$ cat src/rtl/mem_arb_pkg.sv
// Shared types and constants for the two-port memory arbiter.
package mem_arb_pkg;

    localparam int unsigned MEM_LAT_DEFAULT = 2;
    localparam int unsigned CNT_W           = 4;
    localparam int unsigned ADDR_W          = 32;
    localparam int unsigned DATA_W          = 32;

    // Bit positions inside the one-hot grant vector
    localparam int unsigned GNT_IF = 0;
    localparam int unsigned GNT_D  = 1;

    typedef enum logic [1:0] {
        ST_IDLE = 2'd0,
        ST_WAIT = 2'd1,
        ST_RESP = 2'd2
    } state_e;

    typedef enum logic {
        OWN_IF = 1'b0,
        OWN_D  = 1'b1
    } owner_e;

    typedef struct packed {
        logic              we;
        logic [ADDR_W-1:0] addr;
        logic [DATA_W-1:0] wdata;
    } mem_req_t;

endpackage

$ cat src/rtl/mem_arb_rr.sv
// Two-way round-robin picker: a lone requester always wins, a tie goes to
// whichever port did not own the previous access.
module mem_arb_rr
    import mem_arb_pkg::*;
(
    input  logic       if_req,
    input  logic       d_req,
    input  owner_e     last_owner,
    output logic [1:0] gnt_c
);

    always_comb begin
        gnt_c         = '0;
        gnt_c[GNT_D]  = d_req  & (~if_req | (last_owner == OWN_IF));
        gnt_c[GNT_IF] = if_req & (~d_req  | (last_owner == OWN_D));
    end

endmodule

$ cat src/rtl/mem_arbiter.sv
// Arbitrates a fetch port and a data port onto one fixed-latency memory,
// one outstanding access at a time.
module mem_arbiter
    import mem_arb_pkg::*;
#(
    parameter int unsigned MEM_LAT = MEM_LAT_DEFAULT
) (
    input  logic              clk,
    input  logic              reset_n,
    input  logic              if_req,
    input  logic [ADDR_W-1:0] if_addr,
    output logic              if_gnt,
    output logic              if_rvalid,
    output logic [DATA_W-1:0] if_rdata,
    input  logic              d_req,
    input  logic              d_we,
    input  logic [ADDR_W-1:0] d_addr,
    input  logic [DATA_W-1:0] d_wdata,
    output logic              d_gnt,
    output logic              d_rvalid,
    output logic [DATA_W-1:0] d_rdata,
    output logic              mem_en,
    output logic              mem_we,
    output logic [ADDR_W-1:0] mem_addr,
    output logic [DATA_W-1:0] mem_wdata,
    input  logic [DATA_W-1:0] mem_rdata
);

    state_e           state_q, state_d;
    logic [CNT_W-1:0] cnt_q, cnt_d;
    owner_e           last_owner_q, owner_d;
    logic             is_wr_q, wr_d;
    logic [1:0]       pick_c;
    logic             resp_load_c;
    mem_req_t         win_c;

    mem_arb_rr u_rr (
        .if_req     (if_req),
        .d_req      (d_req),
        .last_owner (last_owner_q),
        .gnt_c      (pick_c)
    );

    // State, latency counter and owner bookkeeping
    always_ff @(posedge clk or negedge reset_n) begin
        if (!reset_n) begin
            state_q      <= ST_IDLE;
            cnt_q        <= '0;
            last_owner_q <= OWN_IF;
            is_wr_q      <= 1'b0;
        end else begin
            state_q      <= state_d;
            cnt_q        <= cnt_d;
            last_owner_q <= owner_d;
            is_wr_q      <= wr_d;
        end
    end

    // Response capture: memory data is sampled at the end of the last WAIT cycle
    always_ff @(posedge clk or negedge reset_n) begin
        if (!reset_n) begin
            if_rvalid <= 1'b0;
            d_rvalid  <= 1'b0;
            if_rdata  <= '0;
            d_rdata   <= '0;
        end else begin
            if_rvalid <= resp_load_c && (last_owner_q == OWN_IF);
            d_rvalid  <= resp_load_c && (last_owner_q == OWN_D);
            if (resp_load_c && (last_owner_q == OWN_IF)) begin
                if_rdata <= mem_rdata;
            end
            if (resp_load_c && (last_owner_q == OWN_D)) begin
                d_rdata <= is_wr_q ? '0 : mem_rdata;
            end
        end
    end

    // Next state plus the same-cycle grant and memory strobe
    always_comb begin
        state_d     = state_q;
        cnt_d       = cnt_q;
        owner_d     = last_owner_q;
        wr_d        = is_wr_q;
        resp_load_c = 1'b0;
        win_c       = '0;
        if_gnt      = 1'b0;
        d_gnt       = 1'b0;
        mem_en      = 1'b0;

        unique case (state_q)
            ST_IDLE: begin
                // reset_n gating keeps grants quiet while reset is held
                if (reset_n && (pick_c != 2'b00)) begin
                    state_d = ST_WAIT;
                    cnt_d   = CNT_W'(MEM_LAT - 1);
                    mem_en  = 1'b1;
                    if (pick_c[GNT_D]) begin
                        d_gnt   = 1'b1;
                        owner_d = OWN_D;
                        wr_d    = d_we;
                        win_c   = '{we: d_we, addr: d_addr, wdata: d_wdata};
                    end else begin
                        if_gnt  = 1'b1;
                        owner_d = OWN_IF;
                        wr_d    = 1'b0;
                        win_c   = '{we: 1'b0, addr: if_addr, wdata: '0};
                    end
                end
            end
            ST_WAIT: begin
                if (cnt_q == '0) begin
                    state_d     = ST_RESP;
                    resp_load_c = 1'b1;
                end else begin
                    cnt_d = cnt_q - CNT_W'(1);
                end
            end
            ST_RESP: begin
                state_d = ST_IDLE;
            end
            default: begin
                state_d = ST_IDLE;
            end
        endcase

        mem_we    = win_c.we;
        mem_addr  = win_c.addr;
        mem_wdata = win_c.wdata;
    end

endmodule
$ cat config.mk
export PLATFORM = sky130hd
export DESIGN_NAME = mem_arbiter
export DESIGN_NICKNAME = d
export VERILOG_FILES = /design/src/rtl/mem_arb_pkg.sv /design/src/rtl/mem_arb_rr.sv /design/src/rtl/mem_arbiter.sv
export SDC_FILE = /design/constraint.sdc
export NUM_CORES = 1
export LEC_CHECK = 0
export CORE_AREA = 2 2 102 104
export DETAILED_ROUTE_END_ITERATION = 8
export DIE_AREA = 0 0 104 106
export DONT_BUFFER_PORTS = 1
export PLACE_DENSITY_LB_ADDON = 0.1
export SLEW_MARGIN = 40
export SYNTH_ARGS = -nofsm -noshare
export SYNTH_HDL_FRONTEND = slang
export SYNTH_SLANG_ARGS = --single-unit
$ cat constraint.sdc
create_clock -name clk -period 2.4 [get_ports clk]
set_input_delay 0.48 -clock clk [delete_from_list [all_inputs] [get_ports clk]]
set_output_delay 0.48 -clock clk [all_outputs]
set_load 0.1 [all_outputs]
# After elaboration in Yosys (flattened, before gate mapping)
# Index checks and enable logic that the tools add are counted.
# op_classes
addsub	1
n_eq_ne	4
n_mux	21
bitwise_logic	7
reduce_logical	10
# ops
op	count
$mux 65	3
$mux 32	1
$mux 1	11
$mux 4	2
$pmux 4 s2	1
$ne 2x2->1 const B	3
$logic_not 4->1	1
$mux 2	2
$pmux 2 s2	1
$reduce_and 2->1	2
$reduce_bool 2->1	2
$sub 4x1->4 const B	1
$logic_and 1x1->1	3
$not 1->1	3
$reduce_and 3->1	1
$and 1x1->1	2
$eq 2x1->1 const B	1
$logic_not 2->1	1
$or 1x1->1	2
# word_totals
register_bits	74
input_bits	133
out_inout_bits	134
elab_cells	51

# Depth between registers and ports, before layout
# Gate-level depths: netlist of run 1.
# depth
ltp_word	7
ltp_mapped	7
mapped_depth_nobuf	5

# Cells and area by module
# A second synthesis of run 1 with hierarchy kept.
# unflattened
hier_cells	295
area_unflattened_um2	3649.8
# modules_own_cells
mod	n_inst	cells_each	area_per_inst_um2	seq_area_each_um2
mem_arbiter	1	292	3631.0	1851.8
mem_arb_rr	1	3	18.8	0.0

# Worst setup path before layout of run 1
# OpenSTA, ideal clock, no wires.
# synth_timing
kind	input to output
from	input port reset_n
to	output port mem_wdata[24]
arrival_ps	2868
required_ps	1920
setup_slack_ps	-948
cell_stages	5
path_cell_list	nor3b_2 -> and3_1 -> clkbuf_1 -> clkbuf_1 -> and2_1
# synth_via
elab_chain_cells	3
# synth_rtl
item	line_no	text
start: declaration	mem_arbiter.sv:9	input logic reset_n,
$logic_and 1x1->1	mem_arbiter.sv:93	if (reset_n && (pick_c != 2'b00)) begin
$mux 65	mem_arbiter.sv:93	
$mux 65	mem_arbiter.sv:90	unique case (state_q)
end: declaration	mem_arbiter.sv:25	output logic [DATA_W-1:0] mem_wdata,
# No other way between the ends.

# Worst setup path in the final report of run 1
# layout_timing
from	register state_q[1]
to	output port mem_addr[19]
# layout_via
elab_chain_cells	2
# layout_rtl
item	line_no	text
start: declaration	mem_arbiter.sv:29	state_e state_q, state_d;
start signal: assignment	mem_arbiter.sv:52	state_q <= state_d;
$logic_not 2->1	mem_arbiter.sv:90	
$mux 65	mem_arbiter.sv:90	
end: declaration	mem_arbiter.sv:24	output logic [ADDR_W-1:0] mem_addr,
# No other way between the ends.

==> results of run 1 <==
Yosys cell counts:
cell type	number
a21o_1	1
o22ai_1	1
nor3b_1	2
nor3b_2	1
nor3_4	1
buf_4	1
mux2_1	1
or4_1	1
nand4_1	1
nand2_1	2
or3b_4	1
mux2_2	64
nor2_1	2
o21ai_0	1
a22o_1	33
o2bb2ai_1	1
or2_2	2
and2_1	33
buf_2	8
nor2b_1	33
ha_1	2
inv_1	4
dfrtp_1	74
nand2b_1	3
buf_6	3
o31ai_1	1
a21oi_1	2
and3_1	3
clkbuf_1	10
metal layers:
layer,track usage,vias to the layer above,part of all wire
li1,-,1202,-
met1,0.2147,1327,0.36
met2,0.3802,139,0.52
met3,0.1012,10,0.10
met4,0.05598,2,0.0099
met5,0,-,0.0010
sequential cells by signal (all words and copies together), names as in the netlist:
name and flops:
d_rdata 32, if_rdata 32, cnt_q 4, state_q 2
d_rvalid 1, if_rvalid 1, is_wr_q 1, last_owner_q 1
critical path, delay by kind of cell, from the launching register on:
| kind | cells | cell delay (ns) |
|---|---|---|
| compound gates | 1 | 0.14 |
| buf+inv | 3 | 0.45 |
| flops | 1 | 0.42 |
| simple gates | 2 | 0.57 |
placed cells by master (no fill, tap or decap), types with 3 or more instances in the layout:
cell type / count
and2_4: 18
buf_16: 6
clkbuf_1: 5
nor2b_1: 33
buf_12: 70
mux2_2: 64
and2_2: 15
buf_4: 6
clkbuf_16: 5
inv_1: 4
a22o_4: 32
buf_6: 6
dfrtp_2: 53
clkbuf_8: 9
nand2b_1: 3
dfrtp_1: 21
logic make-up after synthesis:
| group | after synthesis | share of synthesized area |
|---|---|---|
| compound gates | 40 | 0.09220 |
| fa+ha+maj | 2 | 0.006905 |
| buf+inv | 26 | 0.03695 |
| flops | 74 | 0.5111 |
| mux | 65 | 0.2020 |
| simple gates | 85 | 0.1509 |
final cells by class:
class	instances	area, µm²	area share
clock buffer	11	131.4	0.02146
multi-input combinational	193	2007	0.3279
tap	136	170.2	0.02780
sequential	74	1918	0.3134
clock inverter	5	56.30	0.009199
inverter	4	15.01	0.002453
timing repair buffer	98	1823	0.2978
stage by stage:
stage	TNS (ns)	setup slack, ns	area (µm²)	utilization	instances
after floorplan	-1.823	-0.2026	3706	-	292
after global placement	0	0.2903	5169	0.5169	479
after detailed placement	0	0.2370	5243	0.5243	482
after CTS	-0.2106	-0.02232	5622	0.5622	506
after global routing	-2.414	-0.07221	6121	0.6121	521
final	0	0.01095	6121	0.6121	521
what timing repair did:
action | CTS | global route
cloned | 4 | 8
endpoints found under the setup margin | 65 | 65
pin swaps | 2 | 39
hold buffers | 1 | 0
endpoints found under the hold margin | 74 | 0
gates resized for setup | 4 | 56
setup buffers | 3 | 3
worst min-delay path by stage:
stage | startpoint | to | cells past startpoint
CTS | reset_n | if_rdata[18] | 1
global placement | reset_n | if_rdata[31] | 0
detailed placement | reset_n | if_rdata[31] | 0
finish | reset_n | d_rdata[27] | 1
floorplan | reset_n | cnt_q[0] | 0
global route | reset_n | if_rdata[1] | 1
==> qor.yml, run 1 <==
drtAntennaViolNets: 0
final_layout_size_suffix_gt1_frac: 0.7740
wire_per_inst_um: 24.55
num_antenna_cells: 0
port-buffer-count: 0
synth_area_leaders: "dfrtp_1 51%, mux2_2 20%, a22o_1 8.0%"
fin_nets: 515
crit_required_ns: 1.92
yosysSeqAreaShare: 0.5110
synth_seq_cells: 74
clockRootBuffer: "clkbuf_8"
gp_congestion: 0.7339
crit_end: "mem_addr[19]"
wl_um: 12790
syn_area_per_cell_um2: 12.41
crit_start: "state_q[1]"
cts_tree: "built"
die_area_mm2: 0.01102
rr_worst_depth: 5
r2r_end: "if_rdata[25]"
setup.worst_path.class: "flip-flop to output pin"
grt_max_degree: 75
holdWs_ns: 0.02938
hold_class: "primary input to async pin"
rows: 37
max_freq_ghz: 0.4186
clkTransAtPathRegs_ns: 0.07
synth_cell_types: 29
cts_max_path_buffers: 2
post-route-drc-count: 0
finalSetupViolations: 0
clk_latency_ns: 0.34
fillers: 758
cp_slowest_cell: "dfrtp_1"
num_vias: 2680
grt_pass1_wl_um: 17100
syn_nets: 427
rr_startpoint: "state_q[1]"
drtIter0Drc: 118
grt_pass1_vias: 2735
path_max_fanout: 7
fin_crit_sh: 0.9954
synthToLayoutAreaGrowth_pct: 68.92
worst_ep_arrival_time_ns: 1.91
overflow: 0
timing.final.hold_violations: 0
yosys.area.top_type: "dfrtp_1"
viasPerCell: 5.144
numCtsBuffers: 9
cap_violations: 0
crit_top_cell: "buf_12"
htreeDepth: 3
rsz0062_at_grt: "yes"
finalClockSkew_ns: 0.01416
grt_usage: 0.2091
finalMaxSlewViolations: 0
period_minus_slack_ns: 2.389
synth_top_area_share: 0.5110
crit_chain: "nor3b_4, and3_4, buf_12, clkbuf_16, a22o_4, buf_12"
worst_slew_pin_slew_ns: 0.8967
ff2ff_setup_slack_ns: 0.37
ios: 267
endpoint_kind: "output pin"
dr.pass1.iters: 6
die_h_um: 106
syn_inst: 292
start_util: 0.3624
status: "completed"
slowest_delay_ns: 0.42
antenna_found_initial: 1
ys_warn_count: 0
cts.sinks: 74
dp_hpwl_um: 8750
core-area_mm2: 0.01000
synth.cell_area_mm2: 0.003623
slew_headroom: 0.4022
die_x_um: 104
start_kind: "flip-flop"
Power of run 1 is left out: the tool's default activity adds up to more than one toggle a clock period on the data nets, which glitch-free logic cannot reach.
==> run 2, diff against run 1 <==
==> constraint.sdc (replaced) <==
create_clock -name clk -period 2.4 [get_ports clk]
set_input_delay 0.48 -clock clk [delete_from_list [all_inputs] [get_ports clk]]
set_output_delay 0.48 -clock clk [all_outputs]
set_load 0.02 [all_outputs]
==> run 2 against run 1 <==
  * Cell count shrank 17%
  * Clock-buffer cell count shrank 1
  * Maximum frequency grew 3.1%
  * Setup slack gained 0.071 ns
  * Non-clock buffer count shrank 88
  * Global-route usage shrank 2.4 points
  * Register-to-register slack gained 0.15 ns
  * Wire length shrank 17%
  * Critical path depth shrank 1
  * Critical endpoint is now mem_addr[1]
  * Highest routed layer unchanged
==> qor.yml, run 2 (synthesis results as in run 1) <==
status: "completed"
rows: 37
hold_class: "primary input to async pin"
post-route-cell-area_mm2: 0.004075
path_max_fanout: 41
clockRootBuffer: "clkbuf_8"
grt_pass1_wl_um: 15160
cp_num_cells: 5
final_cell_mix: "74 x dfrtp_1, 64 x mux2_2, 33 x nor2b_1"
finalClockSkew_ns: 0.01147
drtAntennaViolNets: 0
die_area_mm2: 0.01102
grt_pass1_vias: 2509
fin_crit_sh: 0.9657
port-buffer-count: 0
instances_no_fill: 434
dr.pass1.iters: 4
final_layout_size_suffix_gt1_frac: 0.4237
setup.worst_path.class: "flip-flop to output pin"
viasPerCell: 5.442
rr_worst_depth: 6
ir_drop_mv: 0.3412
clk_latency_ns: 0.35
post_cts_buffers: 0
period_minus_slack_ns: 2.318
crit_chain: "nor3b_4, and3_4, buf_12, a22o_1, buf_4"
worst_slew_pin_slew_ns: 0.3804
worst_ep_arrival_time_ns: 1.84
crit_required_ns: 1.92
reg.largest.list: "d_rdata (32), if_rdata (32), cnt_q (4)"
drtIter0Drc: 91
overflow: 0
antenna_found_initial: 6
final_core_util: 0.4075
dp_hpwl_um: 7992
endpoint_kind: "output pin"
synthToLayoutAreaGrowth_pct: 12.47
leakage_uw: 0.001771
cts_tree: "built"
cap_violations: 0
crit_buf_inv: 2
layout_commonest_cell: "dfrtp_1"
cts.sinks: 74
start_kind: "flip-flop"
wl_um: 10550
cts_max_path_buffers: 2
holdWs_ns: 0.0003965
gp_congestion: 0.8350
start_util: 0.3624
place_area_mm2: 0.003770
post-route-drc-count: 0
htreeDepth: 3
rsz0062_at_grt: "no"
numCtsBuffers: 9
power_density_mw_per_mm2: 1368
die_x_um: 104
grt_max_degree: 75
wire_per_inst_um: 24.32
cp_slowest_cell: "dfrtp_1"
dp_cells: 415
slowest_delay_ns: 0.45
finalSetupTns_ns: 0
finalMaxSlewViolations: 0
slew_headroom: 0.7464
finalSetupViolations: 0
max_freq_ghz: 0.4315
fin_nets: 426
core-area_mm2: 0.01000
die_h_um: 106
grt_usage: 0.1850
ff2ff_setup_slack_ns: 0.52
crit_family: "simple AND/OR/NAND/NOR gates"
num_vias: 2362
timing.final.hold_violations: 0
ios: 267
clkTransAtPathRegs_ns: 0.08
run 2: changes by cell type in the layout (fill, tap and decap cells not counted), moves of 18 or more:
| cell | previous run | this run |
|---|---|---|
| a22o_2 | 0 | 22 |
| a22o_4 | 32 | 1 |
| and2_4 | 18 | 0 |
| and2_1 | 0 | 27 |
| dfrtp_2 | 53 | 0 |
| dfrtp_1 | 21 | 74 |
| buf_12 | 70 | 3 |
run 2: report_power, final:
part	switching [µW]	internal (µW)	total (µW)
combinational	880	875	1750
clock	455	473	928
sequential	1070	1820	2890
run 2: path summary, 6_finish.rpt:
| check | from | end |
|---|---|---|
| max in group asynchronous | reset_n | last_owner_q |
| min in group clk | mem_rdata[6] | if_rdata[6] |
| hold / removal | reset_n | d_rdata[30] |
| hold reg to reg | is_wr_q | is_wr_q |
| setup / recovery | state_q[1] | mem_addr[1] |
| setup reg to reg | cnt_q[0] | d_rdata[5] |
run 2: metal layers:
layer,track usage,vias up,wire length [µm]
met5,0,-,37
met1,0.2045,1174,3882
li1,-,1021,-
met3,0.09442,23,1233
met4,0.08301,6,253
met2,0.2989,138,5147
run 2: per-stage QoR:
stage          total power, µW  setup WS (ns)
3_3_place_gp              4586         0.3526
6_report                  5575        0.08239
3_5_place_dp              4644         0.2818
4_1_cts                   5642       0.005727
2_1_floorplan             4221         0.2703
5_1_grt                   5914       0.002185
run 2: final cells by class:
cell class	instances	area, µm²
Inverter	4	15.01
Antenna cell	3	7.507
Clock inverter	5	56.30
Timing Repair Buffer	10	147.6
Sequential cell	74	1852
Multi-Input combinational cell	192	1699
Tap cell	136	170.2
Clock buffer	10	127.6
Fill cell	985	5924
run 2: what timing repair did:
action | CTS | global route
resized for setup | 20 | 19
cloned | 0 | 0
hold buffers | 1 | 0
pin swaps | 0 | 1
hold endpoints to repair | 74 | 0
endpoints found under the setup margin | 65 | 65
Note: power is estimated with default switching activity, not from simulation.
==> run 3, diff against run 2 <==
==> constraint.sdc (replaced) <==
create_clock -name clk -period 2.4 [get_ports clk]
set_input_delay 0.72 -clock clk [delete_from_list [all_inputs] [get_ports clk]]
set_output_delay 0.72 -clock clk [all_outputs]
set_load 0.02 [all_outputs]
==> run 3 against run 2 <==
  * Critical path type unchanged
  * Die area unchanged
  * Critical path depth is the same
  * Combinational power grew 26%
  * Sequential power about the same
  * Non-clock buffer count rose by 24
  * Wire length up 10%
  * The run now ends with setup timing left
  * Utilization grew 6.7 points
==> qor.yml, run 3 (synthesis results as in run 1) <==
drtIter0Drc: 78
finalClockSkew_ns: 0.007840
port-buffer-count: 0
grt_usage: 0.2001
grt_max_degree: 76
dp_hpwl_um: 8380
status: "finished with violations"
antenna_found_initial: 0
die_area_mm2: 0.01102
endpoint_kind: "output pin"
hold_class: "primary input to async pin"
path_max_fanout: 5
fin_crit_sh: 1.040
timing.final.hold_violations: 0
finalSetupViolations: 41
gp_congestion: 0.8419
synthToLayoutAreaGrowth_pct: 31.04
grt_pass1_wl_um: 16440
final.setup.worst_slack_ns: -0.09496
final_layout_size_suffix_gt1_frac: 0.5813
die_x_um: 104
final_core_util: 0.4749
clkTransAtPathRegs_ns: 0.07
post-place-ws_ns: -0.06786
ir_drop_mv: 0.4171
numCtsBuffers: 9
power_density_mw_per_mm2: 1263
leakage_uw: 0.002155
viasPerCell: 5.305
max_freq_ghz: 0.4008
fin_nets: 450
cts_max_path_buffers: 2
worst_slew_pin_slew_ns: 0.4117
cts.sinks: 74
period_minus_slack_ns: 2.495
crit_required_ns: 1.68
ios: 267
cap_violations: 0
slew_headroom: 0.7256
final_cell_mix: "74 x dfrtp_1, 64 x mux2_2, 33 x and2_4, 33 x nor2b_1, 29 x a22o_4"
worst_ep_arrival_time_ns: 1.77
grt_pass1_vias: 2585
finalMaxSlewViolations: 0
dr.pass1.iters: 4
num_vias: 2419
reg.largest.list: "d_rdata (32), if_rdata (32), cnt_q (4)"
num_antenna_cells: 0
layout_commonest_cell: "dfrtp_1"
rows: 37
start_kind: "flip-flop"
die_h_um: 106
post-route-drc-count: 0
fillers: 923
htreeDepth: 3
clk_latency_ns: 0.34
cts_tree: "built"
clockRootBuffer: "clkbuf_8"
wl_um: 11650
drtAntennaViolNets: 0
core-area_mm2: 0.01000
setup.worst_path.class: "flip-flop to output pin"
wire_per_inst_um: 25.55
start_util: 0.3624
rsz0062_at_grt: "yes"
violations: "setup timing"
overflow: 0
[run 3: cell count changes in the layout (fill, tap and decap cells not counted), sizes merged]
| cell | previous run | this run |
|---|---|---|
| buf | 10 | 28 |
| clkbuf | 10 | 16 |
| clkinv | 3 | 4 |
| diode | 3 | 0 |
[run 3: repair_timing]
item	CTS	global route
setup buffers	9	6
endpoints found under the setup margin	67	67
resized for setup	69	5
pin swaps	37	15
cloned	4	7
endpoints found under the hold margin	0	0
hold buffers	0	0
[run 3: where the power goes]
| part | total [µW] | internal (µW) | switching, µW |
|---|---|---|---|
| Combinational | 2200 | 1220 | 976 |
| Clock | 914 | 473 | 441 |
| Sequential | 2890 | 1820 | 1070 |
[run 3: stage by stage]
stage,hold slack (ns),instance area [µm²],total power (µW),setup TNS [ns],cells
2_1_floorplan,0.4244,3890,4350,-0.7487,292
3_3_place_gp,0.4259,4046,4736,-0.04445,417
3_5_place_dp,0.4262,4046,4788,-2.416,417
4_1_cts,0.03981,4579,5982,-3.896,446
5_1_grt,0.03737,4748,6342,-6.788,456
6_report,0.06676,4748,5998,-1.388,456
[run 3: cell type report]
cell class	instances	area [µm²]	area share
well taps	136	170.2	0.03584
multi-input cells	192	1989	0.4190
inverters	4	15.01	0.003162
clock inverters	6	57.56	0.01212
repair buffers	34	536.8	0.1130
clock buffers	10	127.6	0.02688
flip-flops and latches	74	1852	0.3900
[run 3: worst paths after layout]
path / slack (ns) / start / depth (start not counted) / endpoint
min: 0.07 / reset_n / 0 / state_q[0]
min in group clk: 0.52 / mem_rdata[6] / 1 / if_rdata[6]
max reg2reg: 0.50 / state_q[0] / 6 / if_rdata[28]
max: -0.09 / last_owner_q / 5 / mem_addr[18]
max in group asynchronous: 2.24 / reset_n / 0 / is_wr_q
min reg2reg: 0.60 / cnt_q[1] / 2 / cnt_q[1]
[run 3: per-layer routing]
| metal | wire length, µm | global-route usage | part of all wire |
|---|---|---|---|
| met5 | 0 | 0 | 0 |
| met4 | 293 | 0.08301 | 0.025 |
| met3 | 1317 | 0.1036 | 0.11 |
| met2 | 6056 | 0.3463 | 0.52 |
| met1 | 3984 | 0.2039 | 0.34 |
[run 3: critical path, cell delays in order (launching register included)]
cell and delay [ns]:
dfrtp_1 0.47, nand2b_1 0.18, and3_4 0.21, buf_12 0.14, clkbuf_16 0.15, a22o_4 0.28
